--- config.mk ---
export PLATFORM = sky130hd
export DESIGN_NAME = numberle_display_ctrl
export DESIGN_NICKNAME = d
export VERILOG_FILES = /design/src/rtl/numberle_display_ctrl.sv
export SDC_FILE = /design/constraint.sdc
export NUM_CORES = 1
export LEC_CHECK = 0
export CAP_MARGIN = 5
export CORE_UTILIZATION = 55
export CTS_CLUSTER_SIZE = 10
export DETAILED_ROUTE_END_ITERATION = 10
export PLACE_DENSITY = 0.88
export SYNTH_ARGS = -nofsm -noshare
export SYNTH_HDL_FRONTEND = slang
export SYNTH_SLANG_ARGS = --single-unit
--- constraint.sdc ---
create_clock -name clock -period 5 [get_ports clock]
set_input_delay 0.5 -clock clock [delete_from_list [all_inputs] [get_ports clock]]
set_output_delay 0.5 -clock clock [all_outputs]
set_load 0.03 [all_outputs]
--- src/rtl/numberle_display_ctrl.sv ---
// Numberle guess-entry, scoring and seven-segment scan controller.
// Optional button debounce filter is compiled in with NUMBERLE_DEBOUNCE_EN.
module numberle_display_ctrl #(
  parameter int NUM_DIGITS      = 4,
  parameter int MAX_TRIES       = 6,
  parameter int SCAN_DIV        = 100000,
  parameter int DEBOUNCE_CYCLES = 500000
) (
  input  logic                    clock,
  input  logic                    reset,
  input  logic                    btnR,
  input  logic                    btnL,
  input  logic                    btnU,
  input  logic [3:0]              DispVal,
  input  logic [4*NUM_DIGITS-1:0] secret,
  output logic [NUM_DIGITS-1:0]   anode,
  output logic [3:0]              hex_out,
  output logic                    dp,
  output logic [15:0]             led
);
  localparam int IW = $clog2(NUM_DIGITS);
  localparam int TW = $clog2(MAX_TRIES + 1);
  localparam int PW = $clog2(SCAN_DIV);
  localparam logic [IW-1:0] LAST_IDX   = IW'(NUM_DIGITS - 1);
  localparam logic [TW-1:0] MAX_T      = TW'(MAX_TRIES);
  localparam logic [PW-1:0] LAST_PRESC = PW'(SCAN_DIV - 1);
`ifdef NUMBERLE_DEBOUNCE_EN
  localparam bit FILTER_ON = 1'b1;
`else
  localparam bit FILTER_ON = 1'b0;
`endif

  typedef enum logic [1:0] {S_ENTRY, S_FEEDBACK, S_WIN, S_LOSE} state_e;
  typedef logic [NUM_DIGITS-1:0][3:0] digits_t;

  state_e          state_q, state_d;
  digits_t         guess_q, guess_d, fb_q, fb_d, sec_q, sec_d, score, sec_in;
  logic [IW-1:0]   cursor_q, cursor_d, scan_idx_q;
  logic [TW-1:0]   tries_q, tries_d;
  logic [PW-1:0]   presc_q;
  logic            scan_on_q;
  logic [2:0]      sync1_q, sync2_q, lvl_prev_q, pulse_q, btn_lvl;
  logic [3:0]      key_q, key_prev_q;
  logic            key_press, guess_full, all_a;
  logic [NUM_DIGITS-1:0] anode_d, anode_q;
  logic [3:0]      hex_d, hex_q;
  logic            dp_d, dp_q;

  assign sec_in = secret;

  // Button order in the vectors: [2]=U, [1]=R, [0]=L.
  // NOTE: every clocked register uses <= so all flops sample pre-edge values; blocking here would chain the synchroniser into one stage.
  always_ff @(posedge clock) begin
    if (reset) begin
      sync1_q    <= '0;
      sync2_q    <= '0;
      lvl_prev_q <= '0;
      pulse_q    <= '0;
      key_q      <= 4'hF;
      key_prev_q <= 4'hF;
    end else begin
      sync1_q    <= {btnU, btnR, btnL};
      sync2_q    <= sync1_q;
      lvl_prev_q <= btn_lvl;
      pulse_q    <= btn_lvl & ~lvl_prev_q;
      key_q      <= DispVal;
      key_prev_q <= key_q;
    end
  end

  if (FILTER_ON && DEBOUNCE_CYCLES > 0) begin : g_debounce
    localparam int DW = $clog2(DEBOUNCE_CYCLES + 1);
    localparam logic [DW-1:0] DB_LAST = DW'(DEBOUNCE_CYCLES - 1);
    logic [DW-1:0] cnt_q [3];
    logic [2:0]    filt_q;
    always_ff @(posedge clock) begin
      if (reset) begin
        filt_q <= '0;
        for (int b = 0; b < 3; b++) cnt_q[b] <= '0;
      end else begin
        for (int b = 0; b < 3; b++) begin
          if (sync2_q[b] == filt_q[b]) begin
            cnt_q[b] <= '0;
          end else if (cnt_q[b] == DB_LAST) begin
            filt_q[b] <= sync2_q[b];
            cnt_q[b]  <= '0;
          end else begin
            cnt_q[b] <= cnt_q[b] + DW'(1);
          end
        end
      end
    end
    assign btn_lvl = filt_q;
  end else begin : g_bypass
    assign btn_lvl = sync2_q;
  end

  // A press is the first sample of 0..9 after "no key"; holding writes once.
  assign key_press = (key_prev_q == 4'hF) && (key_q <= 4'd9);

  always_comb begin
    score      = '1;
    guess_full = 1'b1;
    all_a      = 1'b1;
    for (int i = 0; i < NUM_DIGITS; i++) begin
      score[i] = 4'hC;
      for (int j = 0; j < NUM_DIGITS; j++)
        if (j != i && guess_q[i] == sec_in[j]) score[i] = 4'hB;
      if (guess_q[i] == sec_in[i]) score[i] = 4'hA;
      if (guess_q[i] == 4'hF) guess_full = 1'b0;
      if (fb_q[i] != 4'hA) all_a = 1'b0;
    end
  end

  always_ff @(posedge clock) begin
    if (reset) begin
      state_q  <= S_ENTRY;
      guess_q  <= '1;
      cursor_q <= '0;
      tries_q  <= '0;
      fb_q     <= '1;
      sec_q    <= '1;
    end else begin
      state_q  <= state_d;
      guess_q  <= guess_d;
      cursor_q <= cursor_d;
      tries_q  <= tries_d;
      fb_q     <= fb_d;
      sec_q    <= sec_d;
    end
  end

  // Priority U > R > L > key; a lower event in the same cycle is dropped.
  // NOTE: every combinational output gets a hold value first, so no path can infer a latch.
  always_comb begin
    state_d  = state_q;
    guess_d  = guess_q;
    cursor_d = cursor_q;
    tries_d  = tries_q;
    fb_d     = fb_q;
    sec_d    = sec_q;
    unique case (state_q)
      S_ENTRY: begin
        if (pulse_q[2]) begin
          if (guess_full) begin
            fb_d    = score;
            sec_d   = sec_in;
            tries_d = (tries_q == MAX_T) ? tries_q : tries_q + TW'(1);
            state_d = S_FEEDBACK;
          end
        end else if (pulse_q[1]) begin
          cursor_d = (cursor_q == LAST_IDX) ? '0 : cursor_q + IW'(1);
        end else if (pulse_q[0]) begin
          cursor_d = (cursor_q == '0) ? LAST_IDX : cursor_q - IW'(1);
        end else if (key_press) begin
          guess_d[cursor_q] = key_q;
        end
      end
      S_FEEDBACK: begin
        if (pulse_q[2]) begin
          if (all_a) begin
            state_d = S_WIN;
          end else if (tries_q == MAX_T) begin
            state_d = S_LOSE;
          end else begin
            guess_d  = '1;
            cursor_d = '0;
            state_d  = S_ENTRY;
          end
        end
      end
      default: begin
        if (pulse_q[2]) begin
          guess_d  = '1;
          cursor_d = '0;
          tries_d  = '0;
          fb_d     = '1;
          state_d  = S_ENTRY;
        end
      end
    endcase
  end

  // The first prescaler wrap only enables the scan, so slot 0 shows first.
  always_ff @(posedge clock) begin
    if (reset) begin
      presc_q    <= '0;
      scan_idx_q <= '0;
      scan_on_q  <= 1'b0;
      anode_q    <= '1;
      hex_q      <= 4'hF;
      dp_q       <= 1'b1;
    end else begin
      presc_q <= (presc_q == LAST_PRESC) ? '0 : presc_q + PW'(1);
      if (presc_q == LAST_PRESC) begin
        if (!scan_on_q) scan_on_q <= 1'b1;
        else scan_idx_q <= (scan_idx_q == LAST_IDX) ? '0 : scan_idx_q + IW'(1);
      end
      anode_q <= anode_d;
      hex_q   <= hex_d;
      dp_q    <= dp_d;
    end
  end

  always_comb begin
    for (int i = 0; i < NUM_DIGITS; i++)
      anode_d[i] = !(scan_on_q && scan_idx_q == IW'(i));
    unique case (state_q)
      S_ENTRY: hex_d = guess_q[scan_idx_q];
      S_LOSE:  hex_d = sec_q[scan_idx_q];
      default: hex_d = fb_q[scan_idx_q];
    endcase
    if (!scan_on_q) hex_d = 4'hF;
    dp_d = !(scan_on_q && state_q == S_ENTRY && scan_idx_q == cursor_q);
    led = '0;
    for (int i = 0; i < MAX_TRIES; i++) led[i] = (TW'(i) < tries_q);
    led[15] = (state_q == S_WIN);
  end

  assign anode   = anode_q;
  assign hex_out = hex_q;
  assign dp      = dp_q;
endmodule

# Yosys cells after proc, flatten, opt, wreduce, memory -nomap -nowiden
# Cells that the tools add are included.
# op_classes
add_sub_neg	5
mul	0
div_mod_pow	0
magnitude_cmp	10
eq_ne	44
n_shift	0
n_mux	68
bitwise_logic	4
reduce_logical	27
# op_table
operator	count
two-way mux 16 bit	10
equality test 4 bit	16
one-hot mux 16 bit (2 select lines)	2
two-way mux 4 bit	13
two-way mux 3 bit	11
two-way mux 2 bit	15
binary-select mux 4 bit (select 2 bit)	3
equality test 4 bit, second input constant	5
adder 17 x 1 -> 17 bit, second input constant	1
equality test 17 bit, second input constant	1
bitwise mux 16 bit	1
inequality test 4 bit, second input constant	4
inequality test 2 bit, second input constant	7
equality test 2 bit, second input constant	5
demux 4 bit (select 2 bit)	1
logical AND 1 bit	8
two-way mux 1 bit	8
one-hot mux 2 bit (2 select lines)	2
one-hot mux 4 bit (2 select lines)	1
AND reduction 8 bit	1
logical NOT 2 bit	3
less-than comparator 1 x 3 -> 1 bit, first input constant	2
less-than comparator 2 x 3 -> 1 bit, first input constant	2
less-than comparator 2 x 3 -> 1 bit, second input constant	2
22 further kinds	34
# word_totals
reg_bits	104
latchBits	0
ram_bits	0
rom_bits	0
output_inout_bits	25
wordCells	185
memories	0

# Longest topological paths before layout
# depth
ltp_word	10
mapped_depth	8
depth_no_buf	7

# Worst setup path after synthesis
# No wires, ideal clock.
# synth_path
path_kind	reg-to-reg
start	register state_q[1]
end	register guess_q[0] in the netlist's numbering
setup_ps	70
arrival_time_ps	1854
required_ps	4930
path_slack_ps	3076
path_stages_with_launch	8
path_buffers	0
cell_sequence	dfxtp_1 -> inv_1 -> ha_1 -> nor3b_4 -> nand2_4 -> or3_4 -> mux2_4 -> o21bai_1
# synth_between
elab_chain_len	3
word_cells_on_any_way	10
# synth_rtl
item	line_no	source
from (decl)	36	state_e state_q, state_d;
from (signal assigned)	124	state_q <= state_d;
equality test 2 x 1 -> 1 bit / logical NOT 2 bit (equally long branches)	142	unique case (state_q)
inequality test 2 bit (no line) / nonzero test 2 bit (equally long branches)	n/a	
AND reduction 8 bit (no line)	n/a	
to (signal assigned)	125	guess_q <= guess_d;
to (decl)	37	digits_t guess_q, guess_d, fb_q, fb_d, sec_q, sec_d, score, sec_in;
# Several ways; a longest one is shown, not always the timed one.
# A chain may end at the register's enable or synchronous reset.

# Final worst setup path
# layout_path
start	register state_q[0]
end	register guess_q[1] in the netlist's numbering
# Same word-level chain as after synthesis.

==> impl_metrics.csv <==
group,metric,value,unit
route,post_drt_wl_per_cell,16.5,µm
die,fp.dieH,102,µm
sta,finalSetupViolCount,0,
grt,grt_antenna_before_repair,0,
flow_run,maxCapViolations,0,
sta,tightest_slew,1.27,ns
cts,clkTransAtPathRegs,0.10,ns
cts,cts_resized,0,
die,die_area,10400,µm²
sta,fin_crit,2.60,ns
synth,postSynthCellCount,595,
cts,cts_buffers,9,
place,dp_hpwl,8500,µm
grt,grt_pass1_vias,3910,
place,dp.cells,712,
finish,n_antenna_cell,0,
sta,slew_headroom,0.152,
synth,synth_cell_types,55,
synth,synth_top_area_cell,"dfxtp_1",
cts,clk-insertion-delay-late,0.38,ns
place,port_buffers,40,
power_and_ir_drop,power_leakage,2.02,nW
route,vias,4157,
route,drc,0,
finish,area_growth_syn_to_layout,9.00,%
finish,final_nets,631,
synth,ys_warn_count,0,
sta,max_freq,0.385,GHz
route,drt_first_iter_violations,237,
sta,drv_slew,0,
worst_setup_path,cpPeakStageDelay,1.05,ns
synth,ys_ff_latch,100,
synth,synth-edff-count,0,
worst_setup_path,start_kind,"flop",
cts,cts_root_buf,"clkbuf_8",
synth,synthFlopType,"dfxtp_1",
die,core_area,9730,µm²
worst_setup_path,cpMaxStageDelayCell,"nor2b_1",
finish,drive_gt1_frac,0.126,
worst_setup_path,path_buf_inv,1,
cts,cts_setup_buffers,0,
worst_setup_path,crit_path_end_kind,"flop",
sta,finClkSkew,0.0125,ns
grt,overflow,0,
die,ios,50,
power_and_ir_drop,p_per_area,246,nW/µm²
worst_setup_path,crit_chain,"inv_1, ha_1, nor2b_1, nor2_1, mux2_4, o21bai_1",
grt,grt_usage,0.247,
grt,grt_pass1_wl,19500,µm
cts,cts_tree,"built",
worst_setup_path,path_delay_family,"simple AND/OR/NAND/NOR gates",
synth,synth_area_per_cell,9.21,µm²
synth,ys_seq_area_frac,0.365,
die,num_rows,36,
cts,cts.sinks,100,
cts,ctsHoldBuffers,0,
power_and_ir_drop,ir_drop,0.158,mV
grt,grt_max_degree,67,
cts,clock_path_buffers,2,
sta,fin_crit_sh,0.520,
synth,synthTopCellsByCount,"dfxtp_1, xnor2_1, nor2_1, nand2_1",
worst_hold_path,hold_path_class,"flop to flop",
worst_setup_path,worstSetupPathType,"flop to flop",
synth,yosys-top-cells-area,"dfxtp_1, xnor2_1, mux4_2",
route,firstDrtPassIters,5,
sta,rsz0062_at_grt,"false",
sta,hold_viol,0,
sta,setup_tns,0,ns
die,start_util,0.563,
synth,async_flop_share,0,
finish,fin_cells,729,
place,place.gp.congestion,0.965,
cts,htreeDepth,3,
run_status,outcome,"completed",
synth,synth_most_common_cell,"dfxtp_1",
synth,synth_top_area_frac,0.365,
route,wl,12100,µm
worst_setup_path,path_max_fanout,20,
worst_setup_path,crit_required,5.30,ns
worst_setup_path,cp_data_arrival_time,2.90,ns
synth,synth_area,5480,µm²
route,antenna_left,0,
die,die_x,102,µm
route,viasPerCell,5.70,
## placed cells by master, fill, tap and decap left out, drive strengths merged, types with 3 or more instances in the layout
cell	n
o211ai	4
nand4	21
o21bai	4
a221o	4
nand3	12
mux4	11
a21oi	11
nand2b	4
ha	15
a31o	12
a211oi	3
nor3	12
o21a	3
nor4	3
xnor2	59
nand2	37
xor2	23
conb	9
clkdlybuf4s50	39
a31oi	3
buf	4
or3	15
o21ai	8
inv	16
o41ai	4
clkbuf	12
a211o	20
nor2b	31
dfxtp	100
or2	22
mux2	4
a22oi	4
nor2	44
## final cells by class
type / count / area (µm²)
Inverter: 13 / 48.8
Tap cell: 133 / 166
Multi-Input combinational cell: 424 / 3140
Timing Repair Buffer: 43 / 418
Clock buffer: 12 / 165
Fill cell: 809 / 3760
Clock inverter: 4 / 36.3
Sequential cell: 100 / 2000
## worst paths after layout
check	startpoint	endpoint	slack [ns]	cells past startpoint
max	state_q[0]$_SDFFE_PP0P_	guess_q[1]$_SDFFE_PP1P_	2.40	6
min	lvl_prev_q[2]$_SDFF_PP0_	pulse_q[2]$_SDFF_PP0_	0.39	1
max reg2reg	state_q[0]$_SDFFE_PP0P_	guess_q[1]$_SDFFE_PP1P_	2.40	6
min reg2reg	lvl_prev_q[2]$_SDFF_PP0_	pulse_q[2]$_SDFF_PP0_	0.39	1
## flip-flops by register name (all words and copies together) (netlist names)
register    flops
key_q           4
fb_q           12
scan_idx_q      2
anode           4
scan_on_q       1
lvl_prev_q      3
tries_q         3
dp              1
hex_out         4
sec_q          16
presc_q        17
state_q         2
guess_q        16
key_prev_q      4
btn_lvl         3
sync1_q         3
cursor_q        2
pulse_q         3
## layer usage
layer  track usage  routed length [µm]  part of all wire
met1         0.325                5340              0.44
met2         0.387                5550              0.46
met3        0.0595                 870             0.072
met4         0.108                 299             0.025
met5             0                   0                 0
## where the power goes
group          total [mW]  leakage (nW)  switching, mW  internal, mW
combinational       0.128          1.11         0.0711        0.0567
sequential          0.818         0.812         0.0113         0.807
clock               0.525         0.102          0.296         0.229
## kinds of logic (layout without fill, tap and decap cells)
group	after synthesis	after routing	share of synthesized area
compound gates	87	87	0.122
xor+xnor	82	82	0.131
fa+ha+maj	15	15	0.0342
buf+inv	79	72	0.0678
flops	100	100	0.365
mux	16	16	0.0580
other cells	1	9	0.000684
simple gates	215	215	0.221
## per-stage QoR
| stage | power, mW | hold slack (ns) | setup WS, ns | cell area (µm²) | utilization |
|---|---|---|---|---|---|
| after detailed placement | 0.963 | 0.384 | 2.52 | 5760 | 0.592 |
| after global routing | 1.52 | 0.403 | 2.22 | 5970 | 0.614 |
| after CTS | 1.48 | 0.396 | 2.43 | 5970 | 0.613 |
| final | 1.47 | 0.390 | 2.40 | 5970 | 0.614 |
| after floorplan | 0.935 | 0.367 | 3.08 | 5510 | - |
| after global placement | 0.959 | 0.372 | 2.61 | 5760 | 0.592 |
(Power assumes the default switching activity.)
